File: src/rtl/tcb_pkg.sv
// Shared TCB helpers: select-width rule and one-hot to index conversion.
package tcb_pkg;

    // Select width for an n-way port array, SW = $clog2(n).
    function automatic int unsigned sel_width(input int unsigned n);
        return (n > 1) ? $clog2(n) : 1;
    endfunction

    // Index of the set bit in a one-hot vector (up to 32 ports).
    function automatic int unsigned onehot_to_index(input logic [31:0] oh);
        int unsigned idx;
        idx = 0;
        for (int unsigned i = 0; i < 32; i++) begin
            if (oh[i]) idx = idx | i;
        end
        return idx;
    endfunction

endpackage

File: src/rtl/tcb_arb_pick.sv
// Rotating priority encoder: first set request at or after 'start' (mod PN) wins.
module tcb_arb_pick
    import tcb_pkg::*;
#(
    parameter int unsigned PN = 2,
    parameter int unsigned SW = sel_width(PN)
) (
    input  logic [PN-1:0] req,
    input  logic [SW-1:0] start,
    output logic [PN-1:0] gnt
);

    logic [SW-1:0] idx;
    logic          found;

    always_comb begin
        gnt   = '0;
        idx   = '0;
        found = 1'b0;
        for (int unsigned k = 0; k < PN; k++) begin
            idx = SW'((32'(start) + k) % PN);
            if (!found && req[idx]) begin
                gnt[idx] = 1'b1;
                found    = 1'b1;
            end
        end
    end

endmodule

File: src/rtl/tcb_arb.sv
// TCB arbiter merging PN managers onto one subordinate port.
// Define TCB_ARB_ROUND_ROBIN_EN for round-robin; default is fixed lowest-index priority.
module tcb_arb
    import tcb_pkg::*;
#(
    parameter int unsigned AW = 32,
    parameter int unsigned DW = 32,
    parameter int unsigned PN = 2
) (
    input  logic                      clk,
    input  logic                      rst,
    // subordinate ports, managers connect here
    input  logic [PN-1:0]             s_vld,
    input  logic [PN-1:0]             s_wen,
    input  logic [PN-1:0][DW/8-1:0]   s_ben,
    input  logic [PN-1:0][AW-1:0]     s_adr,
    input  logic [PN-1:0][DW-1:0]     s_wdt,
    output logic [PN-1:0]             s_rdy,
    output logic [PN-1:0][DW-1:0]     s_rdt,
    output logic [PN-1:0]             s_err,
    // manager port toward the shared subordinate
    output logic                      m_vld,
    output logic                      m_wen,
    output logic [DW/8-1:0]           m_ben,
    output logic [AW-1:0]             m_adr,
    output logic [DW-1:0]             m_wdt,
    input  logic                      m_rdy,
    input  logic [DW-1:0]             m_rdt,
    input  logic                      m_err
);

    localparam int unsigned SW = sel_width(PN);

    logic [PN-1:0] pol_gnt;
    logic [PN-1:0] gnt;
    logic [PN-1:0] hld_gnt;
    logic          hld;
    logic [SW-1:0] gnt_idx;
    logic [SW-1:0] rsp_sel;
    logic          rsp_vld;
    logic [SW-1:0] start;
    logic          xfer;

    assign m_vld   = |s_vld;
    assign xfer    = m_vld & m_rdy;
    assign gnt     = hld ? hld_gnt : pol_gnt;
    assign gnt_idx = SW'(onehot_to_index(32'(gnt)));

`ifdef TCB_ARB_ROUND_ROBIN_EN
    logic [SW-1:0] ptr;

    assign start = (ptr == SW'(PN - 1)) ? '0 : ptr + 1'b1;

    always_ff @(posedge clk) begin
        if (rst) begin
            ptr <= SW'(PN - 1);
        end else if (xfer) begin
            ptr <= gnt_idx;
        end
    end
`else
    assign start = '0;
`endif

    tcb_arb_pick #(
        .PN (PN),
        .SW (SW)
    ) u_pick (
        .req   (s_vld),
        .start (start),
        .gnt   (pol_gnt)
    );

    // Freeze the grant while the subordinate stalls so the request stays stable.
    always_ff @(posedge clk) begin
        if (rst) begin
            hld     <= 1'b0;
            hld_gnt <= '0;
        end else if (m_vld && !m_rdy) begin
            hld     <= 1'b1;
            hld_gnt <= gnt;
        end else if (xfer) begin
            hld     <= 1'b0;
        end
    end

    always_ff @(posedge clk) begin
        if (rst) begin
            rsp_vld <= 1'b0;
            rsp_sel <= '0;
        end else begin
            rsp_vld <= xfer;
            if (xfer) rsp_sel <= gnt_idx;
        end
    end

    always_comb begin
        m_wen = 'x;
        m_ben = 'x;
        m_adr = 'x;
        m_wdt = 'x;
        for (int unsigned i = 0; i < PN; i++) begin
            if (gnt[i]) begin
                m_wen = s_wen[i];
                m_ben = s_ben[i];
                m_adr = s_adr[i];
                m_wdt = s_wdt[i];
            end
        end
    end

    always_comb begin
        s_rdy = {PN{m_rdy}} & gnt;
        for (int unsigned i = 0; i < PN; i++) begin
            s_rdt[i] = m_rdt;
            s_err[i] = m_err & rsp_vld & (rsp_sel == SW'(i));
        end
    end

    // A held request must stay asserted until accepted.
    a_hold_stable : assert property (@(posedge clk) disable iff (rst) hld |-> |(s_vld & hld_gnt));

endmodule

File: config.mk
export PLATFORM = sky130hd
export DESIGN_NAME = tcb_arb
export DESIGN_NICKNAME = d
export VERILOG_FILES = /design/src/rtl/tcb_pkg.sv /design/src/rtl/tcb_arb_pick.sv /design/src/rtl/tcb_arb.sv
export SDC_FILE = /design/constraint.sdc
export NUM_CORES = 1
export LEC_CHECK = 0
export ABC_AREA = 1
export BUFFER_PORTS_ARGS = -buffer_cell sky130_fd_sc_hd__buf_2
export CAP_MARGIN = 40
export CORE_AREA = 2 2 123 125
export CTS_BUF_LIST = sky130_fd_sc_hd__clkbuf_8
export DETAILED_ROUTE_END_ITERATION = 10
export DIE_AREA = 0 0 125 127
export PLACE_DENSITY = 0.48
export SLEW_MARGIN = 5
export SYNTH_ARGS = -nofsm -noshare
export SYNTH_HDL_FRONTEND = slang
export SYNTH_HIERARCHICAL = 1
export SYNTH_SLANG_ARGS = --single-unit
File: constraint.sdc
create_clock -name clk -period 1.02 [get_ports clk]
set_clock_uncertainty 0.1 [all_clocks]
set_input_delay 0 -clock clk [delete_from_list [all_inputs] [get_ports clk]]
set_output_delay 0 -clock clk [all_outputs]
set_load 0.01 [all_outputs]
======== Yosys cells after proc, flatten, opt, wreduce, memory -nomap -nowiden ========
Cells that the tools add are included.
storage, ports and cells
  flip-flop bits (word level) ............. 5
  output and inout port bits .............. 138
  word-level logic and storage cells ...... 31
cells by class
  multiplexer cells ....................... 15
  bitwise gates (word level) .............. 6
  reduce and logical (&&, ||, !) cells .... 6
operators with widths
  operator            number
  32-bit 2-to-1 mux   4
  4-bit 2-to-1 mux    2
  1-bit 2-to-1 mux    7
  1-bit AND           4
  2-bit 2-to-1 mux    2
  2-bit AND           1
  1-bit logical AND   2
  1-bit logical NOT   2
  2-bit nonzero test  1
  2-bit OR reduction  1
  1-bit NOT           1

======== Logic depth before layout (Yosys ltp) ========
  depth in word-level cells ............... 7
  mapped depth ............................ 8

======== Modules after synthesis ========
The synthesis kept the hierarchy.
by module, submodules not included
  module        instances  cells each  area an instance (um^2)  sequential area each (um^2)
  tcb_arb       1          327         1654.1                   100.1
  tcb_arb_pick  1          4           27.5                     0.0

======== Least setup slack after synthesis ========
No wires, ideal clock.
  path kind ............................... reg-to-reg
  start ................................... register hld
  end ..................................... register rsp_sel
  setup time .............................. 0.058 ns
  arrival time ............................ 0.945 ns
  setup slack ............................. -0.083 ns
  cell stages (with the launch flop) ...... 6
  path buffers ............................ 1
  clock period less this slack ............ 1.103 ns
  cells stage by stage .................... dfxtp_1 > nand2_1 > o21ai_4 > buf_4 > nand3_1 > nand2_1
between the ends
  longest elaborated chain between the ends .. 2
RTL lines
  element                   RTL line       source
  start: declaration        tcb_arb.sv:37  logic hld;
  start signal: assignment  tcb_arb.sv:77  hld <= 1'b0;
  start signal: assignment  tcb_arb.sv:80  hld <= 1'b1;
  start signal: assignment  tcb_arb.sv:83  hld <= 1'b0;
  2-bit 2-to-1 mux          tcb_arb.sv:46  assign gnt = hld ? hld_gnt : pol_gnt;
  1-bit 2-to-1 mux          tcb_pkg.sv:14  if (oh[i]) idx = idx | i;
  end signal: assignment    tcb_arb.sv:93  if (xfer) rsp_sel <= gnt_idx;
  end: declaration          tcb_arb.sv:39  logic [SW-1:0] rsp_sel;
No other way between the ends.
A chain may end at the register's enable or synchronous reset.

======== Worst setup path in the final report ========
  start ................................... register hld
  end ..................................... output m_wdt[3]
between the ends
  longest elaborated chain between the ends .. 2
RTL lines
  element            RTL line        source
  2-bit 2-to-1 mux   tcb_arb.sv:46
  32-bit 2-to-1 mux  tcb_arb.sv:103  if (gnt[i]) begin
  end: declaration   tcb_arb.sv:26   output logic [DW-1:0] m_wdt,
No other way between the ends.

==> metrics.json <==
{
  "wire_length_of_the_first_global_routing_pass_um": 10900,
  "netlist_top_cells_count": "sky130_fd_sc_hd__nand2_1 (217), sky130_fd_sc_hd__buf_4 (71), sky130_fd_sc_hd__inv_1 (10), sky130_fd_sc_hd__nor2_1 (9), sky130_fd_sc_hd__buf_6 (7)",
  "reg2reg_from": "hld",
  "antenna_left": 0,
  "finish.cell_count_without_fillers": 716,
  "synth_top_area_share_pct": 48.4,
  "critical_path_buf_inv_count": 4,
  "fp.dieArea_mm2": 0.0159,
  "static_leak_nw": 2.01,
  "coreArea_mm2": 0.0144,
  "maximum_buffer_depth_of_the_clock_tree": 2,
  "routability_cong": 0.743,
  "failing_checks": "setup timing",
  "clk_latency_ns": 0.22,
  "dp.cells": 666,
  "floorplan.initialDensity_pct": 11.7,
  "drt_first_pass_iters": 4,
  "worst_path_most_repeated_cell": "sky130_fd_sc_hd__nand2_1",
  "max_cap_viol_count": 0,
  "cp-end-kind": "primary output",
  "syn_inst": 331,
  "yosysWarningCount": 6,
  "yosys_register_bits": 5,
  "vdd.ir_drop.worst_mv": 0.423,
  "clock_tree_from_tritoncts": "yes",
  "area_delta_synth_final_pct": 90.6,
  "grt_pass1_vias": 2398,
  "place_ws_ns": -0.213,
  "cell_type_of_the_slowest_stage_on_the_worst_timing_path": "sky130_fd_sc_hd__dfxtp_4",
  "r2r.worst_path.cells": 7,
  "timing.critical_path.slowest_cell_delay_ns": 0.35,
  "port_buffers": 217,
  "drtIter0Drc": 61,
  "hold-path-endpoint": "hld",
  "synth_enable_flop_cells": 0,
  "synth.top_cells.by_area": "sky130_fd_sc_hd__nand2_1 (48%), sky130_fd_sc_hd__buf_4 (32%), sky130_fd_sc_hd__dfxtp_1 (6.0%)",
  "routed_wl_um": 8750,
  "global_route.overflow_total": 0,
  "final_core_utilization_pct": 22.2,
  "drive_above_1_share_pct": 48.8,
  "fp.dieW_um": 125,
  "synth.largest_area_cell": "sky130_fd_sc_hd__nand2_1",
  "drc": 0,
  "cellPowerDensity_mw_per_mm2": 739,
  "status": "finished with violations",
  "rsz0062_at_grt": "yes",
  "dpl_cell_area_mm2": 0.00252,
  "worst_setup_path_start_kind": "register",
  "vias": 2567,
  "cts-buffers-inserted": 3,
  "crit_path_max_fanout": 10,
  "timing.hold.worst.class": "in2reg",
  "final_nets": 708,
  "post-synth-top-count-cell": "sky130_fd_sc_hd__nand2_1",
  "synthesis.area_mm2": 0.00168,
  "hold_viol_final": 0,
  "wire_per_inst_um": 12.2,
  "number_of_h_tree_branching_levels": 1,
  "design.portCount": 314,
  "numClockSinks": 5,
  "path_cells": "o21ai_4 > buf_12 > inv_16 > clkbuf_16 > nand2_1 > nand2_1 > buf_2",
  "achievable_freq_mhz": 668,
  "worstSetupPathDepth": 7,
  "synth.avg_cell_area_um2": 5.08,
  "min_period_over_period_pct": 147,
  "yosys.cell_types.count": 16,
  "globalRouteTotalUtil_pct": 8.28,
  "crit_type": "reg2out",
  "final.setup.worst_slack_ns": -0.477,
  "critPathTopFamily": "buffers and inverters",
  "viasPerCell": 3.59,
  "share_of_synthesized_registers_carrying_an_async_set_or_reset_pct": 0,
  "worst_setup_hold_path_clk_slew_ns": 0.03,
  "timing.critical_path.arrival_ns": 1.40,
  "hold-path-cell-count": 5,
  "dp_hpwl_um": 5760,
  "die_h_um": 127,
  "pin_count_of_the_biggest_net_entering_global_routing": 43,
  "placement_rows": 44,
  "r2r_slack_ns": -0.27,
  "hold_ws_ns": 0.101,
  "worst_ep_required_time_ns": 0.92,
  "yosysSeqAreaShare_pct": 5.95,
  "ys_dominant_reg_cell": "sky130_fd_sc_hd__dfxtp_1",
  "design_area_mm2": 0.00320,
  "min-delay-start": "s_vld[0]",
  "clk_root_buffer_cell": "sky130_fd_sc_hd__clkbuf_8",
  "final-setup-viol-count": 74,
  "destination_of_the_worst_register_to_register_timing_path": "hld_gnt[1]",
  "timing.final.max_slew_violations": 0,
  "min_period_ns": 1.50,
  "antenna_found_initial": 1
}
routing by layer:
layer | part of all wire [%] | GRT usage, %
met1 | 36 | 8.33
met2 | 55 | 17.1
met3 | 6.9 | 1.26
met4 | 1.7 | 2.88
met5 | 0 | 0
through the flow:
step / total power, mW / TNS (ns)
floorplan: 1.16 / -0.983
global placement: 1.57 / -12.08
detailed placement: 1.57 / -13.14
CTS: 2.16 / -28.73
global route: 2.59 / -36.89
finish: 2.37 / -31.79
tightest hold or removal path, stage by stage:
cell and delay (ns):
sky130_fd_sc_hd__buf_2 0.10, sky130_fd_sc_hd__buf_4 0.10, sky130_fd_sc_hd__nor2_1 0.05, sky130_fd_sc_hd__nand2_1 0.07
sky130_fd_sc_hd__a21oi_2 0.06
area by class of cell:
cell class	count	area, um2
repair buffers	273	1790
flip-flops and latches	5	104
clock buffers	3	41.3
clock inverters	1	3.75
diodes	1	2.50
well taps	184	230
inverters	11	57.6
fillers	1652	11200
multi-input cells	238	980
flip-flops by register name, summed over array words and instances (netlist names):
name / count
rsp_sel: 1
rsp_vld: 1
hld: 1
hld_gnt: 2
power by group:
part / switching [mW] / internal, mW
logic: 0.925 / 0.862
registers: 0.0107 / 0.209
clock network: 0.104 / 0.258
total: 1.04 / 1.33
cell families (layout without fill, tap and decap cells):
family / count (synthesis) / after routing / share of synthesized area [%]
buffers and inverters: 89 / 288 / 39.0
AO/OA/AOI/OAI: 6 / 6 / 3.05
other: 1 / 3 / 0.223
AND/OR/NAND/NOR: 230 / 230 / 51.8
flip-flops: 5 / 5 / 5.95
how the worst max path moves through the flow:
stage | end | startpoint
finish | m_wdt[3] | hld
global route | m_adr[30] | hld
CTS | m_wdt[28] | hld
detailed placement | m_wdt[9] | s_vld[0]
global placement | m_wdt[22] | s_vld[0]
floorplan | m_adr[24] | hld
cells in the final DEF (no fill, tap or decap), types with 2 or more instances in the layout:
cell,count
sky130_fd_sc_hd__buf_2,217
sky130_fd_sc_hd__nor2_2,2
sky130_fd_sc_hd__a21oi_2,2
sky130_fd_sc_hd__nand2_2,5
sky130_fd_sc_hd__dfxtp_1,4
sky130_fd_sc_hd__buf_12,4
sky130_fd_sc_hd__nand2_1,210
sky130_fd_sc_hd__inv_1,11
sky130_fd_sc_hd__dlygate4sd3_1,34
sky130_fd_sc_hd__conb_1,2
sky130_fd_sc_hd__buf_6,3
sky130_fd_sc_hd__clkbuf_8,3
sky130_fd_sc_hd__buf_4,7
sky130_fd_sc_hd__nand2_4,2
sky130_fd_sc_hd__nor2_1,8
sky130_fd_sc_hd__clkbuf_16,6
sky130_fd_sc_hd__o21ai_4,2
what timing repair did:
item / CTS / global route
gates resized for setup: 4 / 21
pin swaps: 1 / 3
hold endpoints to repair: 67 / 0
hold buffers: 34 / 0
setup buffers: 0 / 3
gates cloned: 0 / 8
endpoints found under the setup margin: 74 / 73
Note: power is estimated with default switching activity, not from simulation.
